**config.mk**
```make
export PLATFORM = sky130hd
export DESIGN_NAME = rx_asm
export DESIGN_NICKNAME = d
export VERILOG_FILES = /design/src/rtl/rx_asm.sv
export SDC_FILE = /design/constraint.sdc
export NUM_CORES = 1
export LEC_CHECK = 0
export BUFFER_PORTS_ARGS = -buffer_cell sky130_fd_sc_hd__buf_2
export CORE_MARGIN = 2
export CORE_UTILIZATION = 43
export DETAILED_ROUTE_END_ITERATION = 16
export PLACE_DENSITY = 0.69
export SYNTH_ARGS = -nofsm -noshare
export SYNTH_HDL_FRONTEND = slang
export SYNTH_SLANG_ARGS = --single-unit
```
**constraint.sdc**
```tcl
create_clock -name clk -period 3.7 [get_ports clk]
set_input_delay 0.37 -clock clk [delete_from_list [all_inputs] [get_ports clk]]
set_output_delay 0.37 -clock clk [all_outputs]
set_load 0.005 [all_outputs]
```
**src/rtl/rx_asm.sv**
```systemverilog
// rx_asm -- UART receiver, far end of tx_asm.
//
// Deserialises rx_in (start bit, data LSB-first, parity bit(s), stop bit) into
// a DATA_WIDTH word. It checks even parity per 8-bit group or over the whole
// word, and checks the stop bit. The word goes to a one-entry valid/ready
// output register. Reception never stalls: a word that completes while the
// register is full and not being accepted is dropped, and overrun pulses.
//
// Ports
//   clk              rising-edge clock
//   rst_n            asynchronous reset, active-low
//   rx_in            serial line (idle high), already synchronous to clk
//   parity_per_byte  1: parity bit after every 8 data bits; 0: one parity bit for the word
//   ready_in         consumer accepts the held word when valid_out && ready_in
//   data_out         received word, bit 0 = first data bit on the line
//   valid_out        data_out and the error flags are valid
//   parity_err       OR of parity_err_mask
//   parity_err_mask  bit g set = parity mismatch in group g
//   frame_err        stop bit was sampled low
//   overrun          one-cycle pulse: a completed word was dropped
module rx_asm #(
  parameter int DATA_WIDTH   = 16,
  parameter int CLKS_PER_BIT = 1
) (
  input  logic                            clk,
  input  logic                            rst_n,
  input  logic                            rx_in,
  input  logic                            parity_per_byte,
  input  logic                            ready_in,
  output logic [DATA_WIDTH-1:0]           data_out,
  output logic                            valid_out,
  output logic                            parity_err,
  output logic [(DATA_WIDTH+7)/8-1:0]     parity_err_mask,
  output logic                            frame_err,
  output logic                            overrun
);

  localparam int NUM_GRP = (DATA_WIDTH + 7) / 8;
  localparam int BIT_CW  = $clog2(DATA_WIDTH + 1);
  localparam int GRP_IW  = (NUM_GRP > 1) ? $clog2(NUM_GRP) : 1;
  localparam int TICK_W  = (CLKS_PER_BIT > 1) ? $clog2(CLKS_PER_BIT) : 1;
  localparam int HALF    = CLKS_PER_BIT / 2;

  localparam logic [2:0] S_IDLE      = 3'd0;
  localparam logic [2:0] S_START     = 3'd1;
  localparam logic [2:0] S_DATA      = 3'd2;
  localparam logic [2:0] S_PARITY    = 3'd3;
  localparam logic [2:0] S_STOP      = 3'd4;
  localparam logic [2:0] S_WAIT_HIGH = 3'd5;

  logic [2:0]            state;
  logic [TICK_W-1:0]     tick_cnt;
  logic [BIT_CW-1:0]     bit_cnt;
  logic [2:0]            grp_bit_cnt;
  logic [GRP_IW-1:0]     grp_idx;
  logic                  byte_mode;
  logic                  par_acc;
  logic [DATA_WIDTH-1:0] shreg;
  logic [NUM_GRP-1:0]    mask_acc;

  logic tick;
  logic data_last;
  logic grp_last;
  logic word_done;
  logic load_ok;

  // Bits arrive LSB-first: each new sample enters at the top and the word
  // moves down, so after DATA_WIDTH samples the first bit sits in bit 0.
  function automatic logic [DATA_WIDTH-1:0] shift_in(input logic [DATA_WIDTH-1:0] sr,
                                                     input logic                  b);
    logic [DATA_WIDTH-1:0] r;
    r = sr >> 1;
    r[DATA_WIDTH-1] = b;
    return r;
  endfunction

  always_comb begin
    tick      = (tick_cnt == TICK_W'(CLKS_PER_BIT - 1));
    data_last = (bit_cnt == BIT_CW'(DATA_WIDTH - 1));
    grp_last  = data_last || (byte_mode && (grp_bit_cnt == 3'd7));
    word_done = (state == S_STOP) && tick;
    load_ok   = !valid_out || ready_in;
  end

  assign parity_err = |parity_err_mask;

  // Receive state machine
  always_ff @(posedge clk or negedge rst_n) begin
    if (!rst_n) begin
      state       <= S_IDLE;
      tick_cnt    <= '0;
      bit_cnt     <= '0;
      grp_bit_cnt <= '0;
      grp_idx     <= '0;
      byte_mode   <= 1'b0;
      par_acc     <= 1'b0;
      shreg       <= '0;
      mask_acc    <= '0;
    end else begin
      case (state)
        S_IDLE: begin
          tick_cnt <= '0;
          if (!rx_in) begin
            byte_mode <= parity_per_byte;
            // With one clock per bit, the edge that sees the start bit is
            // already its only sample. The next cycle carries data bit 0, so
            // the start re-check is skipped and DATA is entered directly.
            if (CLKS_PER_BIT == 1) begin
              bit_cnt     <= '0;
              grp_bit_cnt <= '0;
              grp_idx     <= '0;
              par_acc     <= 1'b0;
              mask_acc    <= '0;
              state       <= S_DATA;
            end else begin
              state <= S_START;
            end
          end
        end
        S_START: begin
          // Re-check the start bit mid-bit. tick_cnt then restarts, so that
          // every later sample also falls mid-bit.
          if (tick_cnt == TICK_W'(HALF - 1)) begin
            tick_cnt <= '0;
            if (rx_in) begin
              state <= S_IDLE;
            end else begin
              bit_cnt     <= '0;
              grp_bit_cnt <= '0;
              grp_idx     <= '0;
              par_acc     <= 1'b0;
              mask_acc    <= '0;
              state       <= S_DATA;
            end
          end else begin
            tick_cnt <= tick_cnt + TICK_W'(1);
          end
        end
        S_DATA: begin
          tick_cnt <= tick ? '0 : tick_cnt + TICK_W'(1);
          if (tick) begin
            shreg       <= shift_in(shreg, rx_in);
            par_acc     <= par_acc ^ rx_in;
            bit_cnt     <= bit_cnt + BIT_CW'(1);
            grp_bit_cnt <= grp_bit_cnt + 3'd1;
            if (grp_last) state <= S_PARITY;
          end
        end
        S_PARITY: begin
          tick_cnt <= tick ? '0 : tick_cnt + TICK_W'(1);
          if (tick) begin
            if (rx_in != par_acc) mask_acc <= mask_acc | (NUM_GRP'(1) << grp_idx);
            par_acc <= 1'b0;
            if (bit_cnt == BIT_CW'(DATA_WIDTH)) begin
              state <= S_STOP;
            end else begin
              grp_bit_cnt <= '0;
              grp_idx     <= grp_idx + GRP_IW'(1);
              state       <= S_DATA;
            end
          end
        end
        S_STOP: begin
          tick_cnt <= tick ? '0 : tick_cnt + TICK_W'(1);
          if (tick) state <= rx_in ? S_IDLE : S_WAIT_HIGH;
        end
        S_WAIT_HIGH: begin
          // A held-low line (break) must not look like a new start bit.
          tick_cnt <= '0;
          if (rx_in) state <= S_IDLE;
        end
        default: begin
          state    <= S_IDLE;
          tick_cnt <= '0;
        end
      endcase
    end
  end

  // Output register: word and flags stay stable until accepted.
  always_ff @(posedge clk or negedge rst_n) begin
    if (!rst_n) begin
      data_out        <= '0;
      valid_out       <= 1'b0;
      parity_err_mask <= '0;
      frame_err       <= 1'b0;
      overrun         <= 1'b0;
    end else begin
      overrun <= 1'b0;
      if (word_done) begin
        if (load_ok) begin
          data_out        <= shreg;
          parity_err_mask <= mask_acc;
          frame_err       <= !rx_in;
          valid_out       <= 1'b1;
        end else begin
          overrun <= 1'b1;
        end
      end else if (valid_out && ready_in) begin
        valid_out <= 1'b0;
      end
    end
  end

endmodule
```
Word level (Yosys, flattened, before mapping)
Index checks and enable logic that the tools add are counted.
W data, S select, Z words.
{"block": "word_totals", "out_inout_bits": 22, "wordCells": 110, "reg_bits": 54}
{"block": "op_classes", "bitwise": 4, "add_sub_neg": 4, "n_shift": 1, "n_mux": 44, "eq_ne": 19, "reduce_logical": 24}
{"cell": "$mux W3", "n": 14}
{"cell": "$ne A2 B2 Y1 const B", "n": 9}
{"cell": "$pmux W3 S6", "n": 1}
{"cell": "$mux W1", "n": 15}
{"cell": "$mux W5", "n": 3}
{"cell": "$pmux W5 S3", "n": 1}
{"cell": "$pmux W3 S4", "n": 1}
{"cell": "$reduce_and A4 Y1", "n": 3}
{"cell": "$mux W2", "n": 5}
{"cell": "$eq A3 B3 Y1 const B", "n": 3}
{"cell": "$reduce_and A2 Y1", "n": 4}
{"cell": "$reduce_and A7 Y1", "n": 1}
{"cell": "$eq A3 B2 Y1 const B", "n": 2}
{"cell": "$pmux W2 S3", "n": 1}
{"cell": "$reduce_bool A3 Y1", "n": 2}
{"cell": "$add A5 B1 Y5 const B", "n": 1}
{"cell": "$eq A5 B4 Y1 const B", "n": 1}
{"cell": "$eq A5 B5 Y1 const B", "n": 1}
{"cell": "$reduce_and A5 Y1", "n": 1}
{"cell": "$pmux W1 S4", "n": 1}
{"cell": "$reduce_bool A4 Y1", "n": 1}
{"cell": "$add A3 B1 Y3 const B", "n": 1}
{"cell": "$eq A3 B1 Y1 const B", "n": 1}
{"cell": "$logic_and A1 B1 Y1", "n": 3}
{"cell": "16 further kinds", "n": 20}

Longest topological paths before layout
Gate-level depths: netlist of run 1.
{"block": "depth", "word_depth": 6, "ltp_mapped": 7}

Least setup slack after synthesis of run 1
OpenSTA, ideal clock, no wires.
{"block": "synth_timing", "kind": "reg-to-reg", "startpoint": "reg state[2]", "endpoint": "reg shreg[0]", "period_less_slack_ns": 1.594, "required_ns": 3.575, "n_path_buf": 2, "path_stages_with_launch": 6, "arrival_time_ns": 1.468, "setup_slack_ns": 2.106, "cell_sequence": "dfrtp_1 -> buf_2 -> or3b_4 -> nor2_8 -> buf_12 -> mux2_4"}
{"block": "synth_via", "elab_chain_len": 2}
{"item": "start: declaration", "line_no": "51", "rtl": "logic [2:0] state;"}
{"item": "start signal: assignment", "line_no": "165", "rtl": "if (tick) state <= rx_in ? S_IDLE : S_WAIT_HIGH;"}
{"item": "$eq A3 B2 Y1", "line_no": "100", "rtl": "case (state)"}
{"item": "$reduce_and A2 Y1 (no line)"}
{"item": "end signal: assignment", "line_no": "142", "rtl": "shreg <= shift_in(shreg, rx_in);"}
{"item": "end: declaration", "line_no": "58", "rtl": "logic [DATA_WIDTH-1:0] shreg;"}
No other way between the ends.
A chain may end at the register's enable or synchronous reset.

Worst setup path after layout of run 1
{"block": "layout_timing", "startpoint": "reg state[2]", "endpoint": "reg data_out[14]"}
{"block": "layout_via", "elab_chain_len": 3}
{"item": "$eq A3 B3 Y1", "line_no": "81", "rtl": "word_done = (state == S_STOP) && tick;"}
{"item": "$logic_and A1 B1 Y1", "line_no": "81"}
{"item": "$reduce_and A2 Y1 (no line)"}
{"item": "end signal: assignment", "line_no": "192", "rtl": "data_out <= shreg;"}
{"item": "end: declaration", "line_no": "30", "rtl": "output logic [DATA_WIDTH-1:0] data_out,"}
No other way between the ends.

==> impl_results.html, run 1 <==
<table>
<tr><th>Metric</th><th>Value</th></tr>
<tr><th colspan="2">Clocking</th></tr>
<tr><td>H-tree depth</td><td>2</td></tr>
<tr><td>Clock transition at the registers of the reported paths</td><td>0.10 ns</td></tr>
<tr><td>CTS tree</td><td>built</td></tr>
<tr><td>Number of buffers added for setup after CTS</td><td>0</td></tr>
<tr><td>Cell chosen for the clock root</td><td>clkbuf_8</td></tr>
<tr><td>Sink count of the clock tree</td><td>54</td></tr>
<tr><td>CTS Buf Count</td><td>5</td></tr>
<tr><td>Post-cts gate resize count</td><td>0</td></tr>
<tr><td>Maximum clock insertion buffer count</td><td>2</td></tr>
<tr><td>Number of hold-repair buffers added at the cts stage</td><td>0</td></tr>
<tr><td>Insertion delay of the later-clocked pin in the worst-skew pair</td><td>0.31 ns</td></tr>
<tr><th colspan="2">Timing</th></tr>
<tr><td>Worst slew margin relative to its limit</td><td>38.61%</td></tr>
<tr><td>Fmax</td><td>429.7 MHz</td></tr>
<tr><td>Total negative slack</td><td>0 ns</td></tr>
<tr><td>Final number of setup-violating endpoints</td><td>0</td></tr>
<tr><td>Final slew viol count</td><td>0</td></tr>
<tr><td>Min Clock Period, post-route</td><td>2.327 ns</td></tr>
<tr><td>Setup Skew</td><td>0.006855 ns</td></tr>
<tr><td>Post-route setup slack</td><td>1.373 ns</td></tr>
<tr><td>Setup repair after global routing missed its margin</td><td>false</td></tr>
<tr><td>Final cycle utilization of the critical path</td><td>62.89%</td></tr>
<tr><td>Final Hold Fails</td><td>0</td></tr>
<tr><td>Tightest Pin Transition</td><td>0.9183 ns</td></tr>
<tr><th colspan="2">Placed design</th></tr>
<tr><td>Worst slack after detailed placement</td><td>1.319 ns</td></tr>
<tr><td>Final HPWL from detailed placement</td><td>2766 um</td></tr>
<tr><td>Routability congestion estimate</td><td>0.7815</td></tr>
<tr><td>Count of input and output buffers</td><td>26</td></tr>
<tr><td>Number of instances in the placed design</td><td>279</td></tr>
<tr><th colspan="2">Logic synthesis</th></tr>
<tr><td>Syn_area_per_cell</td><td>13.02 um2</td></tr>
<tr><td>Synth Cell Area</td><td>2487 um2</td></tr>
<tr><td>Top cell type by total area after synthesis</td><td>dfrtp_1</td></tr>
<tr><td>Top post-synthesis cells by area</td><td>dfrtp_1, mux2_2, mux2_4</td></tr>
<tr><td>Instance count of the mapped netlist</td><td>191</td></tr>
<tr><td>Sequential share of the synthesized area</td><td>54.33%</td></tr>
<tr><td>Top-area cell type share of the netlist area</td><td>54.33%</td></tr>
<tr><td>Post-synthesis register bit count</td><td>54</td></tr>
<tr><td>Distinct cell type count after synthesis</td><td>40</td></tr>
<tr><td>Net count of the mapped netlist</td><td>202</td></tr>
<tr><td>Warnings from Yosys</td><td>0</td></tr>
<tr><th colspan="2">Drt</th></tr>
<tr><td>Mean number of vias per cell</td><td>5.160</td></tr>
<tr><td>DRC violations left</td><td>0</td></tr>
<tr><td>Count of TritonRoute iterations in the first routing pass</td><td>4</td></tr>
<tr><td>Iteration-0 DRC count of the detailed router</td><td>55</td></tr>
<tr><td>Post-route ant nets</td><td>0</td></tr>
<tr><td>Vias after detailed routing</td><td>1,481</td></tr>
<tr><td>Total length of routed wires</td><td>4115 um</td></tr>
<tr><td>Routed wire length per instance</td><td>14.34 um</td></tr>
<tr><th colspan="2">GRT</th></tr>
<tr><td>Total congestion overflow after global routing</td><td>0</td></tr>
<tr><td>Maximum number of pins on one net before global-route repair</td><td>29</td></tr>
<tr><td>Wire length of the first global-routing pass</td><td>7017 um</td></tr>
<tr><td>Vias in the first global route</td><td>1,438</td></tr>
<tr><td>Global-route usage over all layers</td><td>14.10%</td></tr>
<tr><td>Antenna violations before repair</td><td>0</td></tr>
<tr><th colspan="2">Critical path</th></tr>
<tr><td>Critical path capture point type</td><td>flip-flop</td></tr>
<tr><td>Critical path fanouts, max</td><td>20</td></tr>
<tr><td>Cell type of the slowest stage on the worst timing path</td><td>dfrtp_1</td></tr>
<tr><td>Worst path buffer plus inverter count</td><td>0</td></tr>
<tr><td>Arrival time reported for the critical path endpoint</td><td>2.53 ns</td></tr>
<tr><td>Cell-by-cell listing of the critical path</td><td>nor2b_1 -&gt; nand3_1 -&gt; mux2_2</td></tr>
<tr><td>Family with the most delay on the worst path</td><td>simple AND/OR/NAND/NOR gates</td></tr>
<tr><td>Worst setup path category</td><td>reg -&gt; reg</td></tr>
<tr><td>Worst EP required</td><td>3.90 ns</td></tr>
<tr><td>Worst stage delay on the critical path</td><td>0.73 ns</td></tr>
<tr><td>Startpoint kind of the worst setup timing path</td><td>flip-flop</td></tr>
<tr><th colspan="2">Die</th></tr>
<tr><td>Initial core utilization</td><td>44.90%</td></tr>
<tr><td>Core outline area</td><td>5540 um2</td></tr>
<tr><td>Number of placement rows</td><td>27</td></tr>
<tr><td>Die area</td><td>6409 um2</td></tr>
<tr><td>Number of I/O pins</td><td>27</td></tr>
<tr><td>Die Y-Extent</td><td>80.06 um</td></tr>
<tr><td>Width of the die</td><td>80.06 um</td></tr>
<tr><th colspan="2">Layout</th></tr>
<tr><td>Leading cell types in the layout, fill and taps excluded</td><td>dfrtp_1, buf_2, mux2_2, mux2_4, nor2_1</td></tr>
<tr><td>Post-layout instance count excluding filler cells</td><td>287</td></tr>
<tr><td>Area growth syn-to-layout</td><td>9.507%</td></tr>
<tr><td>Number of nets in the layout</td><td>225</td></tr>
<tr><td>Most common library cell in the layout ignoring fill and taps</td><td>dfrtp_1</td></tr>
<tr><td>Diodes inserted</td><td>0</td></tr>
<tr><td>Share of final-layout standard cells stronger than drive strength 1</td><td>36.28%</td></tr>
<tr><td>Layout fillers</td><td>515</td></tr>
<tr><th colspan="2">Pwr</th></tr>
<tr><td>Worst vdd ir</td><td>0.0002031 V</td></tr>
<tr><td>Pwr/cell area</td><td>647.5 nW/um2</td></tr>
<tr><td>Leakage</td><td>0.001393 uW</td></tr>
<tr><th colspan="2">Hold path</th></tr>
<tr><td>Kind of path behind the tightest hold check</td><td>in -&gt; async</td></tr>
<tr><th colspan="2">Job</th></tr>
<tr><td>MaxCap Viol Count</td><td>0</td></tr>
<tr><th colspan="2">Status</th></tr>
<tr><td>Outcome</td><td>finished, final reports clean</td></tr>
</table>
-- cell usage after synthesis --
library cell	instances
a31oi_1	1
clkbuf_8	1
inv_1	8
clkbuf_1	1
nand4bb_1	1
nor2b_1	3
or3b_4	1
mux2_2	22
ha_1	6
buf_8	1
and3_1	1
o21ai_0	4
nor3_1	4
buf_2	6
o211ai_1	1
a22o_1	2
nor4b_4	1
buf_12	1
or2_2	1
nand3b_1	1
nand3_1	2
nor2_8	1
and2b_1	1
nor4_4	1
mux2i_1	1
a21oi_1	11
o311ai_1	1
buf_4	1
o22ai_1	1
o221a_2	1
a32o_1	1
nand2_1	12
xnor2_1	2
nand2b_1	1
nor2_1	14
mux2_4	15
nor4_1	2
o2bb2ai_1	1
o32ai_1	1
dfrtp_1	54
-- routing by layer --
layer | GRT usage (%) | wire (um) | part of all wire [%] | up-vias
met4 | 5.085 | 63 | 1.5 | 0
met1 | 19.55 | 1947 | 47 | 732
met2 | 21.67 | 1946 | 47 | 28
met3 | 3.258 | 157 | 3.8 | 5
li1 | - | - | - | 716
met5 | 0 | 0 | 0 | -
-- power breakdown --
part / switching [uW] / leakage [uW] / internal (uW) / total, uW
combinational: 208 / 0.000662 / 318 / 526
clock: 195 / 0.0000478 / 154 / 349
sequential: 134 / 0.000684 / 754 / 888
total: 537 / 0.00139 / 1230 / 1760
-- path summary, 6_finish.rpt --
path                            startpoint           end  slack [ns]  depth (start not counted)
max                               state[2]  data_out[14]        1.37                          3
min                                  rst_n     shreg[11]        0.07                          1
max reg2reg                       state[2]  data_out[14]        1.37                          3
min reg2reg                    mask_acc[0]   mask_acc[0]        0.50                          1
max in group asynchronous            rst_n      state[2]        2.85                          2
min in group clk           parity_per_byte     byte_mode        0.29                          2
-- state kept, by name (all words and copies together) (netlist names), 2 cells and up --
name	cells
data_out	16
state	3
shreg	16
bit_cnt	5
mask_acc	2
grp_bit_cnt	3
parity_err_mask	2
-- metrics by stage --
stage	power, uW	utilization [%]	instance area, um2	hold slack, ns
6_report	1764	49.16	2724	0.07407
2_1_floorplan	1346	-	2487	0.07441
5_1_grt	1894	49.16	2724	0.1099
4_1_cts	1784	49.16	2724	0.09001
3_3_place_gp	1407	47.38	2625	0.4222
3_5_place_dp	1425	47.38	2625	0.4291
-- layout make-up --
| cell class | instances | area, um2 | share of cell area, % |
|---|---|---|---|
| clock buffer | 6 | 82.58 | 3.032 |
| multi-input combinational | 118 | 1016 | 37.30 |
| timing repair buffer | 27 | 137.6 | 5.053 |
| tap | 72 | 90.09 | 3.307 |
| sequential | 54 | 1351 | 49.61 |
| inverter | 8 | 30.03 | 1.102 |
| clock inverter | 2 | 16.27 | 0.5972 |
-- cell families after synthesis --
logic type	synth area share, %
DFF	54.33
buffers and inverters	4.829
adders and majority gates	3.018
xor gates and xnor gates	0.7044
and+or+nand+nor	11.27
muxes	19.42
AOI/OAI and AO/OA	6.439
Power figures use the tool's default switching activity.
==> run 2: changes to the inputs <==
- ABC_AREA: not set -> 1
- clock period: 3.7 -> 2.3 ns (I/O delays scaled with it)
==> run 2 against run 1 <==
Against the previous run: sequential share of layout area decreased by 0.41 points; via count grew 28%; cell area grew 0.83%; cell count grew 38%; synthesized cell count is 54% higher; critical path type unchanged; critical endpoint is now shreg[0]; largest cell class unchanged; largest power group unchanged; highest routed layer unchanged.
==> impl_results.html, run 2 <==
<table>
<tr><th>Metric</th><th>Value</th></tr>
<tr><th colspan="2">GRT</th></tr>
<tr><td>Wire length of the first global-routing pass</td><td>7721 um (+10%)</td></tr>
<tr><td>Antenna violations before repair</td><td>0 (unchanged)</td></tr>
<tr><td>Total congestion overflow after global routing</td><td>0 (unchanged)</td></tr>
<tr><td>Vias in the first global route</td><td>1,735 (+21%)</td></tr>
<tr><td>Global-route usage over all layers</td><td>15.85% (+1.7 points)</td></tr>
<tr><td>Maximum number of pins on one net before global-route repair</td><td>33 (+14%)</td></tr>
<tr><th colspan="2">Critical path</th></tr>
<tr><td>Worst r2r path cells</td><td>6 (+3)</td></tr>
<tr><td>Cell-by-cell listing of the critical path</td><td>inv_1 -&gt; nor2_1 -&gt; nand2_2 -&gt; inv_2 -&gt; nand2_2 -&gt; o21ai_0</td></tr>
<tr><td>Total number of cells along the worst setup path</td><td>6 (+3)</td></tr>
<tr><td>Library cell appearing most often on the critical path</td><td>nand2_2</td></tr>
<tr><td>Worst stage delay on the critical path</td><td>0.57 ns (-0.16 ns)</td></tr>
<tr><td>Startpoint kind of the worst setup timing path</td><td>flip-flop</td></tr>
<tr><td>Worst EP required</td><td>2.52 ns (-1.38 ns)</td></tr>
<tr><td>Family with the most delay on the worst path</td><td>simple AND/OR/NAND/NOR gates</td></tr>
<tr><td>Reg2reg end</td><td>shreg[0]</td></tr>
<tr><td>Reg-to-reg startpoint</td><td>state[1]</td></tr>
<tr><td>Worst setup path category</td><td>reg -&gt; reg</td></tr>
<tr><td>Cell type of the slowest stage on the worst timing path</td><td>dfrtp_1</td></tr>
<tr><td>Worst path buffer plus inverter count</td><td>2 (+2)</td></tr>
<tr><td>Critical path capture point type</td><td>flip-flop</td></tr>
<tr><td>Arrival time reported for the critical path endpoint</td><td>2.04 ns (-0.49 ns)</td></tr>
<tr><td>Setup slack of the worst register-to-register path</td><td>0.48 ns (-0.89 ns)</td></tr>
<tr><td>Critical path fanouts, max</td><td>32 (+60%)</td></tr>
<tr><th colspan="2">Die</th></tr>
<tr><td>Number of placement rows</td><td>27 (unchanged)</td></tr>
<tr><td>Width of the die</td><td>79.83 um (-0.29%)</td></tr>
<tr><td>Initial core utilization</td><td>44.63% (-0.27 points)</td></tr>
<tr><td>Die area</td><td>6372 um2 (-0.57%)</td></tr>
<tr><td>Core outline area</td><td>5540 um2 (unchanged)</td></tr>
<tr><td>Die Y-Extent</td><td>79.83 um (-0.29%)</td></tr>
<tr><td>Number of I/O pins</td><td>27 (unchanged)</td></tr>
<tr><th colspan="2">Drt</th></tr>
<tr><td>Routed wire length per instance</td><td>11.35 um (-21%)</td></tr>
<tr><td>Vias after detailed routing</td><td>1,900 (+28%)</td></tr>
<tr><td>Iteration-0 DRC count of the detailed router</td><td>145 (+160%)</td></tr>
<tr><td>Detailed-routed wire length on met3</td><td>204 um (+30%)</td></tr>
<tr><td>Total length of routed wires</td><td>4482 um (+8.9%)</td></tr>
<tr><td>Post-route ant nets</td><td>0 (unchanged)</td></tr>
<tr><td>Count of TritonRoute iterations in the first routing pass</td><td>4 (unchanged)</td></tr>
<tr><td>Routed length on met2</td><td>1951 um (+0.26%)</td></tr>
<tr><td>DRC violations left</td><td>0 (unchanged)</td></tr>
<tr><td>Mean number of vias per cell</td><td>4.810 (-6.8%)</td></tr>
<tr><td>Wire length the detailed router placed on met1</td><td>2241 um (+15%)</td></tr>
<tr><td>Highest routed metal layer</td><td>met4</td></tr>
<tr><th colspan="2">Timing</th></tr>
<tr><td>Worst hold slack across all endpoints</td><td>0.1838 ns (+0.1097 ns)</td></tr>
<tr><td>Worst slew margin relative to its limit</td><td>50.73% (+12 points)</td></tr>
<tr><td>Fmax</td><td>550.0 MHz (+28%)</td></tr>
<tr><td>Final Hold Fails</td><td>0 (unchanged)</td></tr>
<tr><td>Total negative slack</td><td>0 ns (unchanged)</td></tr>
<tr><td>Final slew viol count</td><td>0 (unchanged)</td></tr>
<tr><td>Setup Skew</td><td>0.01533 ns (+0.008475 ns)</td></tr>
<tr><td>Final cycle utilization of the critical path</td><td>79.05% (+16 points)</td></tr>
<tr><td>Min Clock Period, post-route</td><td>1.818 ns (-0.5088 ns)</td></tr>
<tr><td>Post-route setup slack</td><td>0.4818 ns (-0.8912 ns)</td></tr>
<tr><td>Tightest Pin Transition</td><td>0.7391 ns (-0.1793 ns)</td></tr>
<tr><td>Final number of setup-violating endpoints</td><td>0 (unchanged)</td></tr>
<tr><td>Setup repair after global routing missed its margin</td><td>false</td></tr>
<tr><th colspan="2">Hold path</th></tr>
<tr><td>Instance count along the most critical hold path</td><td>3</td></tr>
<tr><td>Terminating pin of the worst hold path</td><td>byte_mode</td></tr>
<tr><td>Kind of path behind the tightest hold check</td><td>in -&gt; reg</td></tr>
<tr><td>Critical hold path startpoint</td><td>parity_per_byte</td></tr>
<tr><th colspan="2">Clocking</th></tr>
<tr><td>Cell chosen for the clock root</td><td>clkbuf_8</td></tr>
<tr><td>CTS Buf Count</td><td>5 (unchanged)</td></tr>
<tr><td>Sink count of the clock tree</td><td>54 (unchanged)</td></tr>
<tr><td>Insertion delay of the later-clocked pin in the worst-skew pair</td><td>0.32 ns (about the same)</td></tr>
<tr><td>CTS tree</td><td>built</td></tr>
<tr><td>H-tree depth</td><td>2 (unchanged)</td></tr>
<tr><td>Clock transition at the registers of the reported paths</td><td>0.10 ns (about the same)</td></tr>
<tr><td>Maximum clock insertion buffer count</td><td>2 (unchanged)</td></tr>
<tr><th colspan="2">Placed design</th></tr>
<tr><td>Routability congestion estimate</td><td>0.8824 (+13%)</td></tr>
<tr><td>Dpl cell area</td><td>2639 um2 (+0.52%)</td></tr>
<tr><td>Number of instances in the placed design</td><td>386 (+38%)</td></tr>
<tr><td>Worst slack after detailed placement</td><td>0.4987 ns (-0.8206 ns)</td></tr>
<tr><td>Final HPWL from detailed placement</td><td>3208 um (+16%)</td></tr>
<tr><td>Count of input and output buffers</td><td>26 (unchanged)</td></tr>
<tr><th colspan="2">Layout</th></tr>
<tr><td>Leading cell types in the layout, fill and taps excluded</td><td>nand2_1, dfrtp_1, nor2_1, inv_1, buf_2</td></tr>
<tr><td>Multi-input logic area</td><td>934.6 um2 (-8.0%)</td></tr>
<tr><td>Largest registers in the final layout</td><td>data_out (16), shreg (16), bit_cnt (5)</td></tr>
<tr><td>Area growth syn-to-layout</td><td>11.08%</td></tr>
<tr><td>Final instance area</td><td>2746 um2 (+0.83%)</td></tr>
<tr><td>Post-layout instance count excluding filler cells</td><td>395 (+38%)</td></tr>
<tr><td>Sequential cell area</td><td>1351 um2 (unchanged)</td></tr>
<tr><td>Diodes inserted</td><td>0 (unchanged)</td></tr>
<tr><td>Number of nets in the layout</td><td>333 (+48%)</td></tr>
<tr><td>Most common library cell in the layout ignoring fill and taps</td><td>nand2_1</td></tr>
<tr><td>Share of final-layout standard cells stronger than drive strength 1</td><td>13.93% (-22 points)</td></tr>
<tr><td>Layout fillers</td><td>533 (+3.5%)</td></tr>
<tr><th colspan="2">Logic synthesis</th></tr>
<tr><td>Share of async-settable or async-resettable flops after synthesis</td><td>100.0% (unchanged)</td></tr>
<tr><td>Most used standard cell by instance count after synthesis</td><td>nand2_1</td></tr>
<tr><td>Dominant synthesized flop cell</td><td>dfrtp_1</td></tr>
<tr><td>Syn_area_per_cell</td><td>8.381 um2 (-36%)</td></tr>
<tr><td>Top cells by instance count after synthesis</td><td>nand2_1, dfrtp_1, nor2_1, inv_1, o21ai_0</td></tr>
<tr><td>Post-synthesis register bit count</td><td>54 (unchanged)</td></tr>
<tr><td>Top cell type by total area after synthesis</td><td>dfrtp_1</td></tr>
<tr><td>Synth Cell Area</td><td>2472 um2 (-0.60%)</td></tr>
<tr><td>Top post-synthesis cells by area</td><td>dfrtp_1, nand2_1, nor2_1</td></tr>
<tr><td>Warnings from Yosys</td><td>0 (unchanged)</td></tr>
<tr><td>Sequential share of the synthesized area</td><td>54.66% (+0.33 points)</td></tr>
<tr><td>Instance count of the mapped netlist</td><td>295 (+54%)</td></tr>
<tr><td>Net count of the mapped netlist</td><td>306 (+51%)</td></tr>
<tr><td>Top-area cell type share of the netlist area</td><td>54.66% (+0.33 points)</td></tr>
<tr><td>Distinct cell type count after synthesis</td><td>23 (-43%)</td></tr>
<tr><td>Number of enable-type register cells in the synthesized netlist</td><td>0 (unchanged)</td></tr>
<tr><th colspan="2">Pwr</th></tr>
<tr><td>Pwr/cell area</td><td>1115 nW/um2 (+72%)</td></tr>
<tr><td>Power share of the clock group</td><td>18.2% (-1.6 points)</td></tr>
<tr><td>Sequential power share</td><td>47.3% (-3.0 points)</td></tr>
<tr><td>Worst vdd ir</td><td>0.0005593 V (+180%)</td></tr>
<tr><td>Leakage</td><td>0.001511 uW (+8.5%)</td></tr>
<tr><td>Proportion of power drawn by combinational gates</td><td>34.4% (+4.6 points)</td></tr>
<tr><td>Net Sw Frac</td><td>40.66% (+10 points)</td></tr>
<tr><td>Power Internal</td><td>1817 uW (+48%)</td></tr>
<tr><td>NetSw</td><td>1245 uW (+130%)</td></tr>
<tr><th colspan="2">Status</th></tr>
<tr><td>Outcome</td><td>finished, final reports clean</td></tr>
<tr><th colspan="2">Job</th></tr>
<tr><td>MaxCap Viol Count</td><td>0 (unchanged)</td></tr>
</table>
-- run 2: changes by cell type in the layout (fill, tap and decap cells not counted), moves of 3 or more --
| cell | previous run | this run |
|---|---|---|
| a21oi_1 | 11 | 7 |
| inv_1 | 8 | 27 |
| inv_2 | 0 | 3 |
| mux2_2 | 22 | 0 |
| mux2_4 | 15 | 0 |
| nand2_1 | 12 | 101 |
| nand2_2 | 0 | 3 |
| nand3_1 | 2 | 15 |
| nand4_1 | 0 | 3 |
| nor2_1 | 14 | 33 |
| nor2b_1 | 3 | 0 |
| nor3_1 | 4 | 0 |
| o21ai_0 | 4 | 24 |
| o21ai_1 | 0 | 3 |
-- run 2: logic make-up (layout without fill, tap and decap cells) --
logic type	Yosys count	in the layout	synth area share, %
fa+ha+maj	6	6	3.036
buf+inv	38	66	7.540
simple gates	161	161	27.18
flops	54	54	54.66
xor+xnor	1	1	0.3543
compound gates	35	35	7.237
-- run 2: per-stage QoR --
stage / utilization [%] / total power, uW
after floorplan: - / 2309
after global placement: 47.63 / 2503
after detailed placement: 47.63 / 2529
after CTS: 49.57 / 3096
after global routing: 49.57 / 3362
final: 49.57 / 3061
-- run 2: tightest hold or removal path: cells and delay by family --
family,cells,cell delay (ns)
simple gates,2,0.13
buf+inv,1,0.10
-- run 2: worst max-delay path by stage --
stage | startpoint | endpoint
2_1_floorplan | state[0] | parity_err_mask[1]
3_3_place_gp | state[1] | shreg[6]
3_5_place_dp | state[1] | shreg[0]
4_1_cts | state[1] | shreg[0]
5_1_grt | state[1] | shreg[15]
6_report | state[1] | shreg[0]
-- run 2: what timing repair did --
action,4_1_cts,5_1_grt
resized for setup,0,0
endpoints found under the hold margin,26,0
hold buffers,1,0
setup endpoints to repair,0,0
setup buffers,0,0
-- run 2: final cells by class --
type / count / area share [%]
clock inverter: 3 / 1.048
multi-input combinational: 203 / 34.03
tap: 72 / 3.280
clock buffer: 5 / 2.506
sequential: 54 / 49.20
inverter: 30 / 4.100
timing repair buffer: 28 / 5.831
-- run 2: per-layer routing --
layer | up-vias | global-route usage [%]
met5 | - | 0
met4 | 0 | 6.780
met3 | 7 | 4.072
met2 | 45 | 24.62
met1 | 869 | 20.99
li1 | 979 | -
-- run 2: power groups by stage --
stage / Sequential [uW] / Combinational, uW / Clock (uW)
floorplan: 1390 / 924 / 0
global placement: 1460 / 1040 / 0
detailed placement: 1460 / 1070 / 0
CTS: 1440 / 1070 / 583
global route: 1490 / 1250 / 624
finish: 1450 / 1050 / 558
==> run 3: changes to the inputs <==
- PLACE_DENSITY: 0.69 -> 0.71
- clock period: 2.3 -> 1.6 ns (I/O delays scaled with it)
==> run 3 against run 2 <==
Against the previous run: sequential power increased by 44%; critical endpoint is now shreg[5]; flip-flop and latch count did not move; non-clock buffer count grew 5; largest power group unchanged; hold slack worse by 0.075 ns; cell area increased by 3.2%; largest cell class unchanged; via count increased by 0.26%.
==> impl_results.html, run 3 (synthesized netlist as in run 2, its figures left out) <==
<table>
<tr><th>Metric</th><th>Value</th></tr>
<tr><th colspan="2">Status</th></tr>
<tr><td>Outcome</td><td>finished, final reports clean</td></tr>
<tr><th colspan="2">Clocking</th></tr>
<tr><td>Cell chosen for the clock root</td><td>clkbuf_8</td></tr>
<tr><td>CTS tree</td><td>built</td></tr>
<tr><td>Insertion delay of the later-clocked pin in the worst-skew pair</td><td>0.30 ns (-0.02 ns)</td></tr>
<tr><td>Number of buffers added for setup after CTS</td><td>0 (unchanged)</td></tr>
<tr><td>Maximum clock insertion buffer count</td><td>2 (unchanged)</td></tr>
<tr><td>H-tree depth</td><td>2 (unchanged)</td></tr>
<tr><td>Clock transition at the registers of the reported paths</td><td>0.09 ns (about the same)</td></tr>
<tr><td>CTS Buf Count</td><td>5 (unchanged)</td></tr>
<tr><td>Sink count of the clock tree</td><td>54 (unchanged)</td></tr>
<tr><th colspan="2">Layout</th></tr>
<tr><td>End-of-flow core utilization</td><td>51.17% (+1.6 points)</td></tr>
<tr><td>Most common library cell in the layout ignoring fill and taps</td><td>nand2_1</td></tr>
<tr><td>Number of nets in the layout</td><td>338 (+1.5%)</td></tr>
<tr><td>Sequential cell area</td><td>1354 um2 (+0.19%)</td></tr>
<tr><td>Diodes inserted</td><td>0 (unchanged)</td></tr>
<tr><td>Layout fillers</td><td>523 (-1.9%)</td></tr>
<tr><td>Multi-input logic area</td><td>947.2 um2 (+1.3%)</td></tr>
<tr><td>Largest registers in the final layout</td><td>data_out (16), shreg (16), bit_cnt (5)</td></tr>
<tr><td>Share of final-layout standard cells stronger than drive strength 1</td><td>17.38% (+3.4 points)</td></tr>
<tr><td>Leading cell types in the layout, fill and taps excluded</td><td>nand2_1, dfrtp_1, nor2_1, inv_1, buf_2</td></tr>
<tr><td>Area growth syn-to-layout</td><td>14.68%</td></tr>
<tr><th colspan="2">Hold path</th></tr>
<tr><td>Kind of path behind the tightest hold check</td><td>in -&gt; reg</td></tr>
<tr><td>Terminating pin of the worst hold path</td><td>byte_mode</td></tr>
<tr><td>Instance count along the most critical hold path</td><td>3 (unchanged)</td></tr>
<tr><td>Critical hold path startpoint</td><td>parity_per_byte</td></tr>
<tr><th colspan="2">Die</th></tr>
<tr><td>Die Y-Extent</td><td>79.83 um (unchanged)</td></tr>
<tr><td>Initial core utilization</td><td>44.63% (unchanged)</td></tr>
<tr><td>Width of the die</td><td>79.83 um (unchanged)</td></tr>
<tr><td>Number of placement rows</td><td>27 (unchanged)</td></tr>
<tr><td>Number of I/O pins</td><td>27 (unchanged)</td></tr>
<tr><td>Die area</td><td>6372 um2 (unchanged)</td></tr>
<tr><td>Core outline area</td><td>5540 um2 (unchanged)</td></tr>
<tr><th colspan="2">Drt</th></tr>
<tr><td>Post-route ant nets</td><td>0 (unchanged)</td></tr>
<tr><td>Count of TritonRoute iterations in the first routing pass</td><td>4 (unchanged)</td></tr>
<tr><td>Iteration-0 DRC count of the detailed router</td><td>81 (-44%)</td></tr>
<tr><td>Total length of routed wires</td><td>4378 um (-2.3%)</td></tr>
<tr><td>Vias after detailed routing</td><td>1,905 (+0.26%)</td></tr>
<tr><td>Routed wire length per instance</td><td>10.95 um (-3.5%)</td></tr>
<tr><td>DRC violations left</td><td>0 (unchanged)</td></tr>
<tr><td>Mean number of vias per cell</td><td>4.763 (-0.99%)</td></tr>
<tr><th colspan="2">Pwr</th></tr>
<tr><td>Net Sw Frac</td><td>37.93% (-2.7 points)</td></tr>
<tr><td>Pwr/cell area</td><td>1655 nW/um2 (+48%)</td></tr>
<tr><td>Proportion of power drawn by combinational gates</td><td>35.1% (+0.7 points)</td></tr>
<tr><td>Power share of the clock group</td><td>20.5% (+2.3 points)</td></tr>
<tr><td>NetSw</td><td>1780 uW (+43%)</td></tr>
<tr><td>Power Internal</td><td>2913 uW (+60%)</td></tr>
<tr><td>Leakage</td><td>0.001552 uW (+2.7%)</td></tr>
<tr><td>Worst vdd ir</td><td>0.0006557 V (+17%)</td></tr>
<tr><td>Sequential power share</td><td>44.4% (-2.9 points)</td></tr>
<tr><th colspan="2">Placed design</th></tr>
<tr><td>Routability congestion estimate</td><td>0.8558 (-3.0%)</td></tr>
<tr><td>Worst slack after detailed placement</td><td>0.02097 ns (-0.4777 ns)</td></tr>
<tr><td>Final HPWL from detailed placement</td><td>3289 um (+2.5%)</td></tr>
<tr><td>Count of input and output buffers</td><td>26 (unchanged)</td></tr>
<tr><th colspan="2">Timing</th></tr>
<tr><td>Final number of setup-violating endpoints</td><td>0 (unchanged)</td></tr>
<tr><td>Setup Skew</td><td>0.006048 ns (-0.009282 ns)</td></tr>
<tr><td>Final slew viol count</td><td>0 (unchanged)</td></tr>
<tr><td>Final cycle utilization of the critical path</td><td>93.48% (+14 points)</td></tr>
<tr><td>Setup repair after global routing missed its margin</td><td>true</td></tr>
<tr><td>Fmax</td><td>668.6 MHz (+22%)</td></tr>
<tr><td>Final Hold Fails</td><td>0 (unchanged)</td></tr>
<tr><td>Post-route setup slack</td><td>0.1043 ns (-0.3775 ns)</td></tr>
<tr><td>Tightest Pin Transition</td><td>0.4371 ns (-0.3019 ns)</td></tr>
<tr><td>Worst hold slack across all endpoints</td><td>0.1088 ns (-0.07500 ns)</td></tr>
<tr><td>Min Clock Period, post-route</td><td>1.496 ns (-0.3225 ns)</td></tr>
<tr><td>Worst slew margin relative to its limit</td><td>70.82% (+20 points)</td></tr>
<tr><th colspan="2">GRT</th></tr>
<tr><td>Maximum number of pins on one net before global-route repair</td><td>32 (-3.0%)</td></tr>
<tr><td>Global-route usage over all layers</td><td>15.57% (-0.27 points)</td></tr>
<tr><td>Total congestion overflow after global routing</td><td>0 (unchanged)</td></tr>
<tr><td>Wire length of the first global-routing pass</td><td>7935 um (+2.8%)</td></tr>
<tr><td>Vias in the first global route</td><td>1,820 (+4.9%)</td></tr>
<tr><td>Antenna violations before repair</td><td>0 (unchanged)</td></tr>
<tr><th colspan="2">Critical path</th></tr>
<tr><td>Reg-to-reg startpoint</td><td>state[0]</td></tr>
<tr><td>Critical path capture point type</td><td>flip-flop</td></tr>
<tr><td>Worst r2r path cells</td><td>7 (+1)</td></tr>
<tr><td>Worst EP required</td><td>1.78 ns (-0.74 ns)</td></tr>
<tr><td>Reg2reg end</td><td>shreg[5]</td></tr>
<tr><td>Critical path fanouts, max</td><td>31 (-3.1%)</td></tr>
<tr><td>Setup slack of the worst register-to-register path</td><td>0.10 ns (-0.38 ns)</td></tr>
<tr><td>Worst setup path category</td><td>reg -&gt; reg</td></tr>
<tr><td>Arrival time reported for the critical path endpoint</td><td>1.68 ns (-0.36 ns)</td></tr>
<tr><td>Startpoint kind of the worst setup timing path</td><td>flip-flop</td></tr>
<tr><th colspan="2">Job</th></tr>
<tr><td>MaxCap Viol Count</td><td>0 (unchanged)</td></tr>
</table>
-- run 3: critical path, stage by stage, from the launching register on --
cell and delay (ns):
dfrtp_2 0.50, inv_1 0.20, nand2_2 0.16, inv_2 0.13, nand2_2 0.09, buf_12 0.17, nand2_1 0.05, o21ai_0 0.08
-- run 3: how the worst max path moves through the flow --
stage / from / end / slack, ns / cells past startpoint
floorplan: state[0] / parity_err_mask[1] / 0.13 / 9
global placement: state[0] / grp_bit_cnt[0] / 0.07 / 7
detailed placement: state[0] / grp_bit_cnt[0] / 0.02 / 7
CTS: state[0] / grp_bit_cnt[2] / 0.01 / 7
global route: bit_cnt[0] / state[0] / -0.07 / 11
finish: state[0] / shreg[5] / 0.10 / 7
-- run 3: what timing repair did --
item,4_1_cts,5_1_grt
resized for setup,0,7
hold buffers,1,0
hold endpoints to repair,10,0
setup endpoints to repair,0,39
-- run 3: layout make-up --
cell class,count,share of cell area [%]
Tap cell,72,3.177
Inverter,30,3.972
Sequential cell,54,47.75
Clock buffer,6,2.913
Multi-Input combinational cell,203,33.41
Timing Repair Buffer,33,7.414
Clock inverter,2,1.368
-- run 3: metal layers --
metal	part of all wire, %	track usage [%]	wire, um
met4	0.78	3.559	34
met5	0	0	0
met1	50	20.89	2171
met3	4.1	3.054	178
met2	46	26.13	1994
-- run 3: stage by stage --
stage / cell area (um2) / setup TNS [ns] / cells / power [uW]
finish: 2835 / 0 / 400 / 4693
global route: 2835 / -0.6100 / 400 / 5122
CTS: 2820 / 0 / 400 / 4704
detailed placement: 2689 / 0 / 391 / 3743
global placement: 2689 / 0 / 391 / 3667
floorplan: 2472 / 0 / 295 / 3319
-- run 3: power by group through the flow --
stage | clock network (uW) | registers, uW | logic, uW
after global placement | 0 | 2080 | 1590
after floorplan | 0 | 1990 | 1330
after detailed placement | 0 | 2100 | 1640
after global routing | 1030 | 2140 | 1950
after CTS | 982 | 2070 | 1650
final | 961 | 2090 | 1650
